$ cat config.mk
export PLATFORM = sky130hd
export DESIGN_NAME = regfile_port_ctrl
export DESIGN_NICKNAME = d
export VERILOG_FILES = /design/src/rtl/regfile_port_ctrl.sv
export SDC_FILE = /design/constraint.sdc
export NUM_CORES = 1
export LEC_CHECK = 0
export CAP_MARGIN = 20
export CORE_MARGIN = 5
export CORE_UTILIZATION = 57
export CTS_BUF_LIST = sky130_fd_sc_hd__clkbuf_4
export CTS_CLUSTER_DIAMETER = 120
export DETAILED_ROUTE_END_ITERATION = 8
export DONT_BUFFER_PORTS = 1
export PLACE_DENSITY = 0.82
export SLEW_MARGIN = 20
export SYNTH_ARGS = -nofsm -noshare
export SYNTH_HDL_FRONTEND = slang
export SYNTH_SLANG_ARGS = --single-unit
$ cat constraint.sdc
create_clock -name clk -period 2.66 [get_ports clk]
set_input_delay 0.266 -clock clk [delete_from_list [all_inputs] [get_ports clk]]
set_output_delay 0.266 -clock clk [all_outputs]
set_load 0.01 [all_outputs]
$ cat src/rtl/regfile_port_ctrl.sv
// Write-queue / strobe sequencer and read-port driver for a 4x8 dual-port 74670 register file.
// Registered reads forward queued and in-flight write data ahead of the file commit.
module regfile_port_ctrl #(
  parameter int STROBE_CYCLES = 1,
  parameter int QDEPTH        = 2
) (
  input  logic       clk,
  input  logic       reset,
  input  logic       wr_req_valid,
  output logic       wr_req_ready,
  input  logic [1:0] wr_req_addr,
  input  logic [7:0] wr_req_data,
  input  logic [1:0] rdL_req_addr,
  input  logic [1:0] rdR_req_addr,
  output logic [7:0] rdL_q,
  output logic [7:0] rdR_q,
  output logic       busy,
  output logic       rf__wr_en,
  output logic [1:0] rf_wr_addr,
  output logic [7:0] rf_wr_data,
  output logic       rf__rdL_en,
  output logic       rf__rdR_en,
  output logic [1:0] rf_rdL_addr,
  output logic [1:0] rf_rdR_addr,
  input  logic [7:0] rf_rdL_data,
  input  logic [7:0] rf_rdR_data
);

  localparam int PW  = (QDEPTH > 1) ? $clog2(QDEPTH) : 1;
  localparam int CW  = $clog2(QDEPTH + 1);
  localparam int SCW = (STROBE_CYCLES > 1) ? $clog2(STROBE_CYCLES) : 1;

  localparam logic [1:0] ST_IDLE   = 2'd0;
  localparam logic [1:0] ST_SETUP  = 2'd1;
  localparam logic [1:0] ST_STROBE = 2'd2;
  localparam logic [1:0] ST_HOLD   = 2'd3;

  logic [1:0]     state_q, state_d;
  logic [SCW-1:0] cnt_q, cnt_d;
  logic [1:0]     q_addr_q [QDEPTH];
  logic [7:0]     q_data_q [QDEPTH];
  logic [PW-1:0]  wptr_q, wptr_d;
  logic [PW-1:0]  rptr_q, rptr_d;
  logic [CW-1:0]  count_q, count_d;
  logic [1:0]     fl_addr_q, fl_addr_d;
  logic [7:0]     fl_data_q, fl_data_d;
  logic           wr_en_n_q, wr_en_n_d;
  logic [1:0]     wa_q, wa_d;
  logic [7:0]     wd_q, wd_d;
  logic [7:0]     rdl_q, rdl_d;
  logic [7:0]     rdr_q, rdr_d;
  logic           rd_en_n_q;
  logic           push, pop;
  logic [PW-1:0]  idx;

  assign push = wr_req_valid && (count_q < CW'(QDEPTH));
  assign pop  = ((state_q == ST_IDLE) || (state_q == ST_HOLD)) && (count_q != '0);

  always_comb begin
    state_d   = state_q;
    cnt_d     = cnt_q;
    fl_addr_d = fl_addr_q;
    fl_data_d = fl_data_q;
    wr_en_n_d = wr_en_n_q;
    wa_d      = wa_q;
    wd_d      = wd_q;
    wptr_d    = push ? wptr_q + PW'(1) : wptr_q;
    rptr_d    = pop  ? rptr_q + PW'(1) : rptr_q;
    count_d   = count_q + CW'(push) - CW'(pop);
    case (state_q)
      ST_IDLE, ST_HOLD: begin
        wr_en_n_d = 1'b1;
        state_d   = pop ? ST_SETUP : ST_IDLE;
        if (pop) begin
          fl_addr_d = q_addr_q[rptr_q];
          fl_data_d = q_data_q[rptr_q];
          wa_d      = q_addr_q[rptr_q];
          wd_d      = q_data_q[rptr_q];
        end
      end
      ST_SETUP: begin
        state_d   = ST_STROBE;
        wr_en_n_d = 1'b0;
        cnt_d     = SCW'(STROBE_CYCLES - 1);
      end
      default: begin
        if (cnt_q == '0) begin
          state_d   = ST_HOLD;
          wr_en_n_d = 1'b1;
        end else begin
          cnt_d = cnt_q - SCW'(1);
        end
      end
    endcase
  end

  // Priority rises through the loop: file data, then in-flight, then queued oldest-to-newest.
  always_comb begin
    idx   = '0;
    rdl_d = rf_rdL_data;
    rdr_d = rf_rdR_data;
    if (state_q != ST_IDLE) begin
      if (fl_addr_q == rdL_req_addr) rdl_d = fl_data_q;
      if (fl_addr_q == rdR_req_addr) rdr_d = fl_data_q;
    end
    for (int unsigned i = 0; i < QDEPTH; i++) begin
      idx = rptr_q + PW'(i);
      if (CW'(i) < count_q) begin
        if (q_addr_q[idx] == rdL_req_addr) rdl_d = q_data_q[idx];
        if (q_addr_q[idx] == rdR_req_addr) rdr_d = q_data_q[idx];
      end
    end
  end

  always_ff @(posedge clk) begin
    if (push) begin
      q_addr_q[wptr_q] <= wr_req_addr;
      q_data_q[wptr_q] <= wr_req_data;
    end
  end

  always_ff @(posedge clk) begin
    if (reset) begin
      state_q   <= ST_IDLE;
      cnt_q     <= '0;
      wptr_q    <= '0;
      rptr_q    <= '0;
      count_q   <= '0;
      fl_addr_q <= '0;
      fl_data_q <= '0;
      wr_en_n_q <= 1'b1;
      wa_q      <= '0;
      wd_q      <= '0;
      rdl_q     <= '0;
      rdr_q     <= '0;
      rd_en_n_q <= 1'b1;
    end else begin
      state_q   <= state_d;
      cnt_q     <= cnt_d;
      wptr_q    <= wptr_d;
      rptr_q    <= rptr_d;
      count_q   <= count_d;
      fl_addr_q <= fl_addr_d;
      fl_data_q <= fl_data_d;
      wr_en_n_q <= wr_en_n_d;
      wa_q      <= wa_d;
      wd_q      <= wd_d;
      rdl_q     <= rdl_d;
      rdr_q     <= rdr_d;
      rd_en_n_q <= 1'b0;
    end
  end

  assign wr_req_ready = (count_q < CW'(QDEPTH));
  assign busy         = (count_q != '0) || (state_q != ST_IDLE);
  assign rf__wr_en    = wr_en_n_q;
  assign rf_wr_addr   = wa_q;
  assign rf_wr_data   = wd_q;
  assign rdL_q        = rdl_q;
  assign rdR_q        = rdr_q;
  assign rf__rdL_en   = rd_en_n_q;
  assign rf__rdR_en   = rd_en_n_q;
  assign rf_rdL_addr  = rdL_req_addr;
  assign rf_rdR_addr  = rdR_req_addr;

endmodule

==> impl_metrics.json, run 1 <==
{
  "setup_violations": 0,
  "power_density_nw_per_um2": 1048,
  "layout-drive-gt1-share_pct": 12.93,
  "grt_first_pass_wirelength_mm": 9.252,
  "via_per_inst": 6.046,
  "wirelength_mm": 5.686,
  "route.antenna.remaining_nets": 0,
  "cts_root_buf": "clkbuf_4",
  "pin_count": 68,
  "synth-seq-cells": 55,
  "final_max_slew_viol_count": 0,
  "power.clock.fraction_pct": 12.2,
  "synth_nets": 257,
  "p_comb_share_pct": 41.0,
  "crit_type": "register to register",
  "cts_buffers": 5,
  "clock_latency_ns": 0.38,
  "dieWidth_um": 77.69,
  "die_y_um": 77.69,
  "vias": 1717,
  "initial_core_util_pct": 59.16,
  "first_iter_violations": 253,
  "postSynthAreaPerCell_um2": 11.87,
  "first_pass_iters": 4,
  "cp.required_ns": 2.94,
  "cts.repair.resized": 0,
  "grt_use_total_pct": 19.54,
  "internal_power_mw": 1.756,
  "place.port_buffers": 0,
  "hold_violations": 0,
  "path_cells": "inv_1 > ha_1 > nor3_4 > mux2i_1 > mux2i_1 > a22o_1",
  "fin_crit_ns": 2.008,
  "grt_pass1_vias": 1772,
  "clock_sinks": 55,
  "cp_top_family": "simple AND/OR/NAND/NOR gates",
  "regArea_um2": 1301,
  "holdCritPathClass": "input port to register",
  "ctsHtreeMaxLevel": 2,
  "routedWlPerCell_um": 20.02,
  "max_freq_mhz": 497.9,
  "diodes": 0,
  "status": "completed",
  "critPathMaxStageDelay_ns": 0.57,
  "tns_ns": 0,
  "post_cts_buffers": 0,
  "cp-end-kind": "register",
  "num_rows": 24,
  "vdd.ir_drop.worst_uv": 394.1,
  "antenna_found_initial": 0,
  "path_clk_slew_ns": 0.15,
  "worst_pin_slew_ns": 0.8278,
  "multi_input_area_um2": 1189,
  "grt_max_degree": 23,
  "gp_congestion": 0.8236,
  "area_growth_pct": 6.756,
  "slew_headroom_pct": 44.61,
  "synthesis.area_um2": 2611,
  "drc_errors": 0,
  "p_sw_mw": 1.165,
  "synth.distinct_cells": 31,
  "arrival_ns": 2.29,
  "critPathSlowestCell": "nor3_4",
  "dieArea_um2": 6035,
  "grt_overflow": 0,
  "clockBufferDepth": 2,
  "yosysWarnings": 0,
  "leakagePower_nw": 0.9815,
  "layout.nets": 268,
  "swShare_pct": 39.87,
  "cp_max_fo": 8,
  "path_common_cell": "mux2i_1",
  "period_share_pct": 75.50,
  "maxCapViolCount": 0,
  "yosysSeqAreaShare_pct": 49.83,
  "nFillCells": 349,
  "syn_inst": 220,
  "cts_tree": "done",
  "rsz0062_at_grt": "no",
  "dpl.hpwl_mm": 4.140,
  "skew_ns": 0.01570,
  "critPathLaunchType": "register",
  "worst-path-buf-inv": 1,
  "seq_power_share_pct": 46.8,
  "power.total_mw": 2.921,
  "core_um2": 4414
}
==> cells in the final DEF (no fill, tap or decap) <==
cell / count
a211oi_1: 10
a21oi_1: 1
a22o_1: 8
and3_1: 1
buf_4: 6
clkbuf_4: 6
clkinv_1: 1
dfxtp_1: 35
dlygate4sd3_1: 11
edfxtp_1: 20
ha_1: 4
inv_1: 5
inv_2: 1
inv_4: 1
mux2_2: 8
mux2i_1: 42
mux2i_2: 1
mux2i_4: 1
nand2_1: 2
nand2b_1: 2
nand3_1: 1
nand4_1: 7
nor2_1: 26
nor2_2: 1
nor2b_1: 2
nor3_2: 2
nor3_4: 3
o21ai_1: 7
o22ai_1: 1
xnor2_1: 9
xor2_1: 7
==> repair_timing <==
item | 4_1_cts | 5_1_grt
hold endpoints to repair | 39 | 0
setup endpoints to repair | 0 | 0
hold buffers | 11 | 0
==> worst paths after layout <==
| check | startpoint | end | slack [ns] | cells after the start |
|---|---|---|---|---|
| max | state_q[0] | rdL_q[7] | 0.65 | 6 |
| min | reset | rdR_q[3] | 0.06 | 3 |
| max reg2reg | state_q[0] | rdL_q[7] | 0.65 | 6 |
| min reg2reg | rf_wr_data[7] | rf_wr_data[7] | 0.58 | 2 |
==> power by group through the flow <==
stage | Sequential [mW] | Combinational [mW] | Clock, mW
after floorplan | 1.31 | 1.00 | 0
after global placement | 1.38 | 1.14 | 0
after detailed placement | 1.39 | 1.17 | 0
after CTS | 1.37 | 1.20 | 0.371
after global routing | 1.40 | 1.32 | 0.407
final | 1.37 | 1.20 | 0.358
==> layout make-up <==
type	instances	area share (%)
Clock inverter	2	0.2693
Timing Repair Buffer	17	5.566
Multi-Input combinational cell	146	42.64
Sequential cell	55	46.68
Clock buffer	6	1.616
Tap cell	52	2.334
Inverter	6	0.8977
==> flip-flops by register name (all words and copies together) (netlist names), named ones only <==
| signal | cells |
|---|---|
| q_data_q | 16 |
| rdL_q | 8 |
| rdR_q | 8 |
| rf_wr_data | 8 |
| q_addr_q | 4 |
| count_q | 2 |
| rf_wr_addr | 2 |
| state_q | 2 |
| rf__rdL_en | 1 |
| rf__wr_en | 1 |
| rptr_q | 1 |
| wptr_q | 1 |
==> cells by family (layout without fill, tap and decap cells) <==
kind of cell | after synthesis | in the layout | share of synthesized area, %
AO/OA/AOI/OAI | 27 | 27 | 7.331
multiplexers | 52 | 52 | 20.94
flip-flops | 55 | 55 | 49.83
adder cells (fa/ha/maj) | 4 | 4 | 1.917
AND/OR/NAND/NOR | 47 | 47 | 9.966
buffers and inverters | 19 | 31 | 4.648
XOR/XNOR | 16 | 16 | 5.367
==> cell usage after synthesis, drive strengths merged <==
cell / instances / area (um^2)
edfxtp: 20 / 600.6
dlygate4sd1: 1 / 8.760
nand2: 2 / 7.510
xor2: 7 / 61.31
nor2: 27 / 103.9
o21ai: 7 / 35.03
nor2b: 2 / 12.51
nand3: 1 / 5.000
a211oi: 10 / 75.07
mux2i: 44 / 456.7
clkbuf: 3 / 11.26
nor3: 5 / 68.82
dfxtp: 35 / 700.7
o22ai: 1 / 6.260
nand2b: 2 / 12.51
a21oi: 1 / 5.000
mux2: 8 / 90.09
xnor2: 9 / 78.83
ha: 4 / 50.05
and3: 1 / 6.260
buf: 9 / 76.32
inv: 6 / 25.03
a22o: 8 / 70.07
nand4: 7 / 43.79
==> through the flow <==
stage | utilization, % | setup slack, ns | cells | area, um^2 | hold WS [ns]
final | 63.15 | 0.6517 | 284 | 2788 | 0.06220
after global routing | 63.15 | 0.5286 | 284 | 2788 | 0.08341
after CTS | 63.15 | 0.6688 | 284 | 2788 | 0.05590
after detailed placement | 59.47 | 0.6915 | 265 | 2625 | 0.2955
after global placement | 59.47 | 0.7507 | 265 | 2625 | 0.2953
after floorplan | - | 0.5702 | 220 | 2611 | 0.2937
==> metal layers <==
| layer | part of all wire, % | wire length (um) | track usage (%) |
|---|---|---|---|
| met3 | 9.8 | 555 | 6.713 |
| met2 | 48 | 2727 | 31.22 |
| met4 | 1.9 | 110 | 9.278 |
| met1 | 40 | 2292 | 23.54 |
| met5 | 0 | 0 | 0 |
==> worst reg2reg max path, cell delays in order, from the launching register on <==
cell,delay (ns)
dfxtp_1,0.36
inv_1,0.05
ha_1,0.27
nor3_4,0.57
mux2i_1,0.30
mux2i_1,0.10
a22o_1,0.26
Power figures use the tool's default switching activity.
==> run 2, diff against run 1 <==
==> constraint.sdc (replaced) <==
create_clock -name clk -period 2.03 [get_ports clk]
set_input_delay 0.203 -clock clk [delete_from_list [all_inputs] [get_ports clk]]
set_output_delay 0.203 -clock clk [all_outputs]
set_load 0.01 [all_outputs]
==> run 2 against run 1 <==
Compared with the run above:
- combinational power grew 36%
- clock-buffer cell count up 1
- wire length fell by 3.0%
- maximum frequency is 7.7% higher
- non-clock buffer count up 7
- worst setup slack got worse by 0.49 ns
- total power rose by 38%
- sequential share of layout area is 1.3 points lower
- via count grew 0.35%
- critical path type unchanged
- largest cell class unchanged
- largest power group unchanged
==> impl_metrics.json, run 2 (synthesis results as in run 1) <==
{
  "status": "completed",
  "holdCritPathClass": "input port to register",
  "p_comb_share_pct": 40.6,
  "max_freq_mhz": 536.5,
  "cp.required_ns": 2.32,
  "largest_register_ffs": 16,
  "vdd.ir_drop.worst_uv": 547.2,
  "routedWlPerCell_um": 18.95,
  "antenna_found_initial": 0,
  "power_density_nw_per_um2": 1400,
  "grt_first_pass_wirelength_mm": 8.714,
  "diodes": 0,
  "arrival_ns": 2.16,
  "period_share_pct": 91.82,
  "grt_use_total_pct": 18.27,
  "first_pass_iters": 4,
  "seq_power_share_pct": 44.3,
  "fin_crit_ns": 1.864,
  "p_sw_mw": 1.526,
  "final_max_slew_viol_count": 0,
  "hold_violations": 0,
  "worst_hold_startpoint": "reset",
  "leakagePower_nw": 1.031,
  "via_per_inst": 5.921,
  "post_cts_buffers": 0,
  "layoutNonFillerInstCount": 291,
  "nFillCells": 337,
  "core_um2": 4414,
  "wirelength_mm": 5.515,
  "power.total_mw": 4.019,
  "dieWidth_um": 77.69,
  "grt_overflow": 0,
  "whs_path_depth": 3,
  "route.antenna.remaining_nets": 0,
  "layout.nets": 275,
  "reg2reg_depth": 6,
  "cts_buffers": 5,
  "final_cell_mix": "42 x mux2i_1, 35 x dfxtp_1, 26 x nor2_1",
  "critPathLaunchType": "register",
  "clock_latency_ns": 0.37,
  "post-place-cells": 272,
  "holdPathEnd": "rdR_q[3]",
  "clockBufferDepth": 2,
  "skew_ns": 0.009391,
  "internal_power_mw": 2.493,
  "timing.rr.end": "rdR_q[5]",
  "pin_count": 68,
  "cp-end-kind": "register",
  "grt_max_degree": 23,
  "crit_type": "register to register",
  "place_ws_ns": 0.2507,
  "rsz0062_at_grt": "no",
  "r2r_slack_ns": 0.17,
  "first_iter_violations": 154,
  "num_rows": 24,
  "vias": 1723,
  "regMostFlops": "q_data_q",
  "slew_headroom_pct": 48.52,
  "die_y_um": 77.69,
  "cp_max_fo": 8,
  "layout-drive-gt1-share_pct": 15.90,
  "maxCapViolCount": 0,
  "cts_root_buf": "clkbuf_4",
  "cts_tree": "done",
  "path_clk_slew_ns": 0.14,
  "tns_ns": 0,
  "dieArea_um2": 6035,
  "clock_sinks": 55,
  "initial_core_util_pct": 59.16,
  "power.clock.fraction_pct": 15.2,
  "swShare_pct": 37.97,
  "setup_violations": 0,
  "setup_slack_ns": 0.1661,
  "grt_pass1_vias": 1657,
  "drc_errors": 0,
  "dpl.hpwl_mm": 4.077,
  "ctsHtreeMaxLevel": 2,
  "mostFrequentLayoutCell": "mux2i_1",
  "gp_congestion": 0.8415,
  "worst_pin_slew_ns": 0.7696,
  "place.port_buffers": 0,
  "area_growth_pct": 9.918
}
## run 2: cell count changes in the layout (fill, tap and decap cells not counted)
cell and delta:
clkbuf_4 +1, clkinv_1 -1, bufinv_16 +1, inv_2 -1, buf_4 +7
## run 2: timing repair
action,in CTS,in global routing
hold buffers,11,0
hold endpoints to repair,39,0
resized for setup,0,0
## run 2: power by group through the flow
stage	registers [mW]	logic (mW)	clock network (mW)
2_1_floorplan	1.72	1.31	0
3_3_place_gp	1.80	1.55	0
3_5_place_dp	1.81	1.59	0
4_1_cts	1.78	1.63	0.625
5_1_grt	1.82	1.79	0.659
6_report	1.78	1.63	0.610
## run 2: cell type report
class                   instances  area, um^2  area share, %
repair buffers                 24       207.7          7.236
flip-flops and latches         55        1301          45.34
clock buffers                   7       52.55          1.831
clock inverters                 1       30.03          1.046
well taps                      52       65.06          2.267
inverters                       6       25.02         0.8718
multi-input cells             146        1189          41.41
## run 2: worst max-delay path, stage by stage (launching register included)
cell and delay [ns]:
dfxtp_1 0.46, mux2i_2 0.36, xnor2_1 0.13, nor3_2 0.13, buf_4 0.21, mux2_2 0.35
o21ai_1 0.16
## run 2: how the worst max path moves through the flow
stage	endpoint	start	cells past startpoint	slack, ns
after floorplan	count_q[1]	count_q[1]	10	0.04
after global placement	rdR_q[5]	register	6	0.25
after detailed placement	rdR_q[5]	register	6	0.25
after CTS	rdR_q[5]	register	6	0.17
after global routing	rdR_q[4]	register	6	0.1
final	rdR_q[5]	register	6	0.17
## run 2: stage by stage
stage	hold WS (ns)	utilization, %	instance area (um^2)
finish	0.02052	65.02	2870
global route	0.01512	65.02	2870
global placement	0.2323	60.66	2678
CTS	0.006729	65.02	2870
detailed placement	0.2323	60.66	2678
floorplan	0.2307	-	2613
## run 2: layer usage
| metal | GRT usage [%] | wire, um |
|---|---|---|
| met1 | 24.17 | 2302 |
| met4 | 5.326 | 77 |
| met2 | 27.96 | 2658 |
| met5 | 0 | 0 |
| met3 | 6.829 | 477 |
==> run 3, diff against run 2 <==
==> constraint.sdc (replaced) <==
create_clock -name clk -period 1.8 [get_ports clk]
set_input_delay 0.18 -clock clk [delete_from_list [all_inputs] [get_ports clk]]
set_output_delay 0.18 -clock clk [all_outputs]
set_load 0.01 [all_outputs]
==> run 3 against run 2 <==
Compared with the run above:
- via count is 2.8% higher
- clock skew is 0.0060 ns higher
- worst setup slack worse by 0.099 ns
- critical path type unchanged
- critical endpoint is now rdR_q[6]
- largest power group is now combinational logic
==> impl_metrics.json, run 3 (synthesis results as in run 1) <==
{
  "arrival_ns": 2.05,
  "area_growth_pct": 15.52,
  "clock_sinks": 55,
  "r2r-start": "q_addr_q[1][0]",
  "layout-drive-gt1-share_pct": 23.69,
  "grt_use_total_pct": 18.13,
  "die_y_um": 77.69,
  "hold_violations": 0,
  "route.antenna.remaining_nets": 0,
  "wirelength_mm": 5.514,
  "setup_violations": 0,
  "cp_max_fo": 8,
  "place.port_buffers": 0,
  "gp_congestion": 0.8900,
  "seq_power_share_pct": 42.9,
  "grt_first_pass_wirelength_mm": 8.783,
  "hold_slack_ns": 0.02779,
  "period_share_pct": 96.29,
  "fin_crit_ns": 1.733,
  "clock_latency_ns": 0.37,
  "final_max_slew_viol_count": 0,
  "layout.nets": 285,
  "power.clock.fraction_pct": 11.6,
  "final_cell_mix": "42 x mux2i_1, 33 x dfxtp_1, 24 x nor2_1",
  "crit_type": "register to register",
  "ctsHtreeMaxLevel": 2,
  "dpl.hpwl_mm": 4.115,
  "swShare_pct": 38.86,
  "vias": 1771,
  "vdd.ir_drop.worst_uv": 826.1,
  "worst_hold_startpoint": "reset",
  "path_clk_slew_ns": 0.16,
  "core_um2": 4414,
  "maxCapViolCount": 0,
  "p_sw_mw": 1.806,
  "cts_buffers": 5,
  "use_met1_pct": 23.91,
  "grt.busiest_layer": "met2",
  "first_iter_violations": 150,
  "via_per_inst": 5.884,
  "clockBufferDepth": 2,
  "grt_overflow": 0,
  "p_comb_share_pct": 45.5,
  "dieArea_um2": 6035,
  "holdCritPathClass": "input port to register",
  "num_rows": 24,
  "initial_core_util_pct": 59.16,
  "tns_ns": 0,
  "skew_ns": 0.01540,
  "cts_root_buf": "clkbuf_4",
  "drc_errors": 0,
  "rsz0062_at_grt": "yes",
  "critPathLaunchType": "register",
  "mostFrequentLayoutCell": "mux2i_1",
  "cp-end-kind": "register",
  "routedWlPerCell_um": 18.32,
  "power_density_nw_per_um2": 1541,
  "status": "completed",
  "dieWidth_um": 77.69,
  "diodes": 0,
  "grt_use_met3_pct": 4.167,
  "worst_pin_slew_ns": 0.8140,
  "leakagePower_nw": 1.102,
  "grt_max_degree": 23,
  "slew_headroom_pct": 45.56,
  "antenna_found_initial": 0,
  "largest_register_ffs": 16,
  "pin_count": 68,
  "use_met2_pct": 29.38,
  "cp-startpoint": "q_addr_q[1][0]",
  "regMostFlops": "q_data_q",
  "first_pass_iters": 4,
  "internal_power_mw": 2.842,
  "cts_tree": "done",
  "max_freq_mhz": 576.9,
  "grt_pass1_vias": 1714,
  "cp.required_ns": 2.12
}
run 3: cell types whose count changed in the layout (fill, tap and decap cells not counted), sizes merged:
cell and delta:
buf +10, bufinv -1, clkbuf -1, clkinv +1
inv +1
run 3: power groups by stage:
stage               combinational, mW  clock [mW]  sequential [mW]
global route                     2.30       0.602             2.04
global placement                 1.92           0             2.02
floorplan                        1.57           0             1.94
CTS                              2.00       0.555             2.00
finish                           2.11       0.538             2.00
detailed placement               1.97           0             2.03
run 3: final timing paths:
check | end | slack [ns] | cells after the start
setup reg to reg | rdR_q[6] | 0.07 | 7
hold / removal | rdR_q[1] | 0.03 | 3
setup / recovery | rdR_q[6] | 0.07 | 7
hold reg to reg | wptr_q | 0.56 | 2
run 3: timing repair:
item,CTS,global route
pin swaps,0,1
gates resized for setup,1,9
endpoints found under the setup margin,5,17
hold buffers,11,0
setup buffers,0,4
cloned,0,0
hold endpoints to repair,40,0
run 3: worst max-delay path, stage by stage, from the launching register on:
cell and delay [ns]:
edfxtp_1 0.44, buf_4 0.17, mux2i_4 0.20, xnor2_2 0.08
nor3_2 0.17, buf_6 0.17, mux2_2 0.35, o21ai_2 0.11
run 3: layout make-up:
type	instances	area, um^2
flip-flops and latches	55	1304
well taps	52	65.06
repair buffers	34	299.0
clock inverters	2	12.51
clock buffers	6	45.04
multi-input cells	146	1266
fillers	315	1398
inverters	6	25.02
run 3: per-stage QoR:
step                      util, %  std cells  area (um^2)  worst slack [ns]  power, mW
after global placement      62.78        278         2771           0.02548      3.938
final                       68.34        301         3017           0.06672      4.648
after detailed placement    62.78        278         2771          0.004262      3.996
after CTS                   66.61        297         2940           0.01454      4.557
after floorplan                 -        220         2658          -0.03915      3.508
after global routing        68.34        301         3017          -0.02334      4.946
run 3: per-layer routing:
metal | routed length (um) | vias up
met2 | 2624 | 80
met3 | 390 | 11
met4 | 72 | 0
li1 | - | 847
met5 | 0 | -
met1 | 2427 | 833
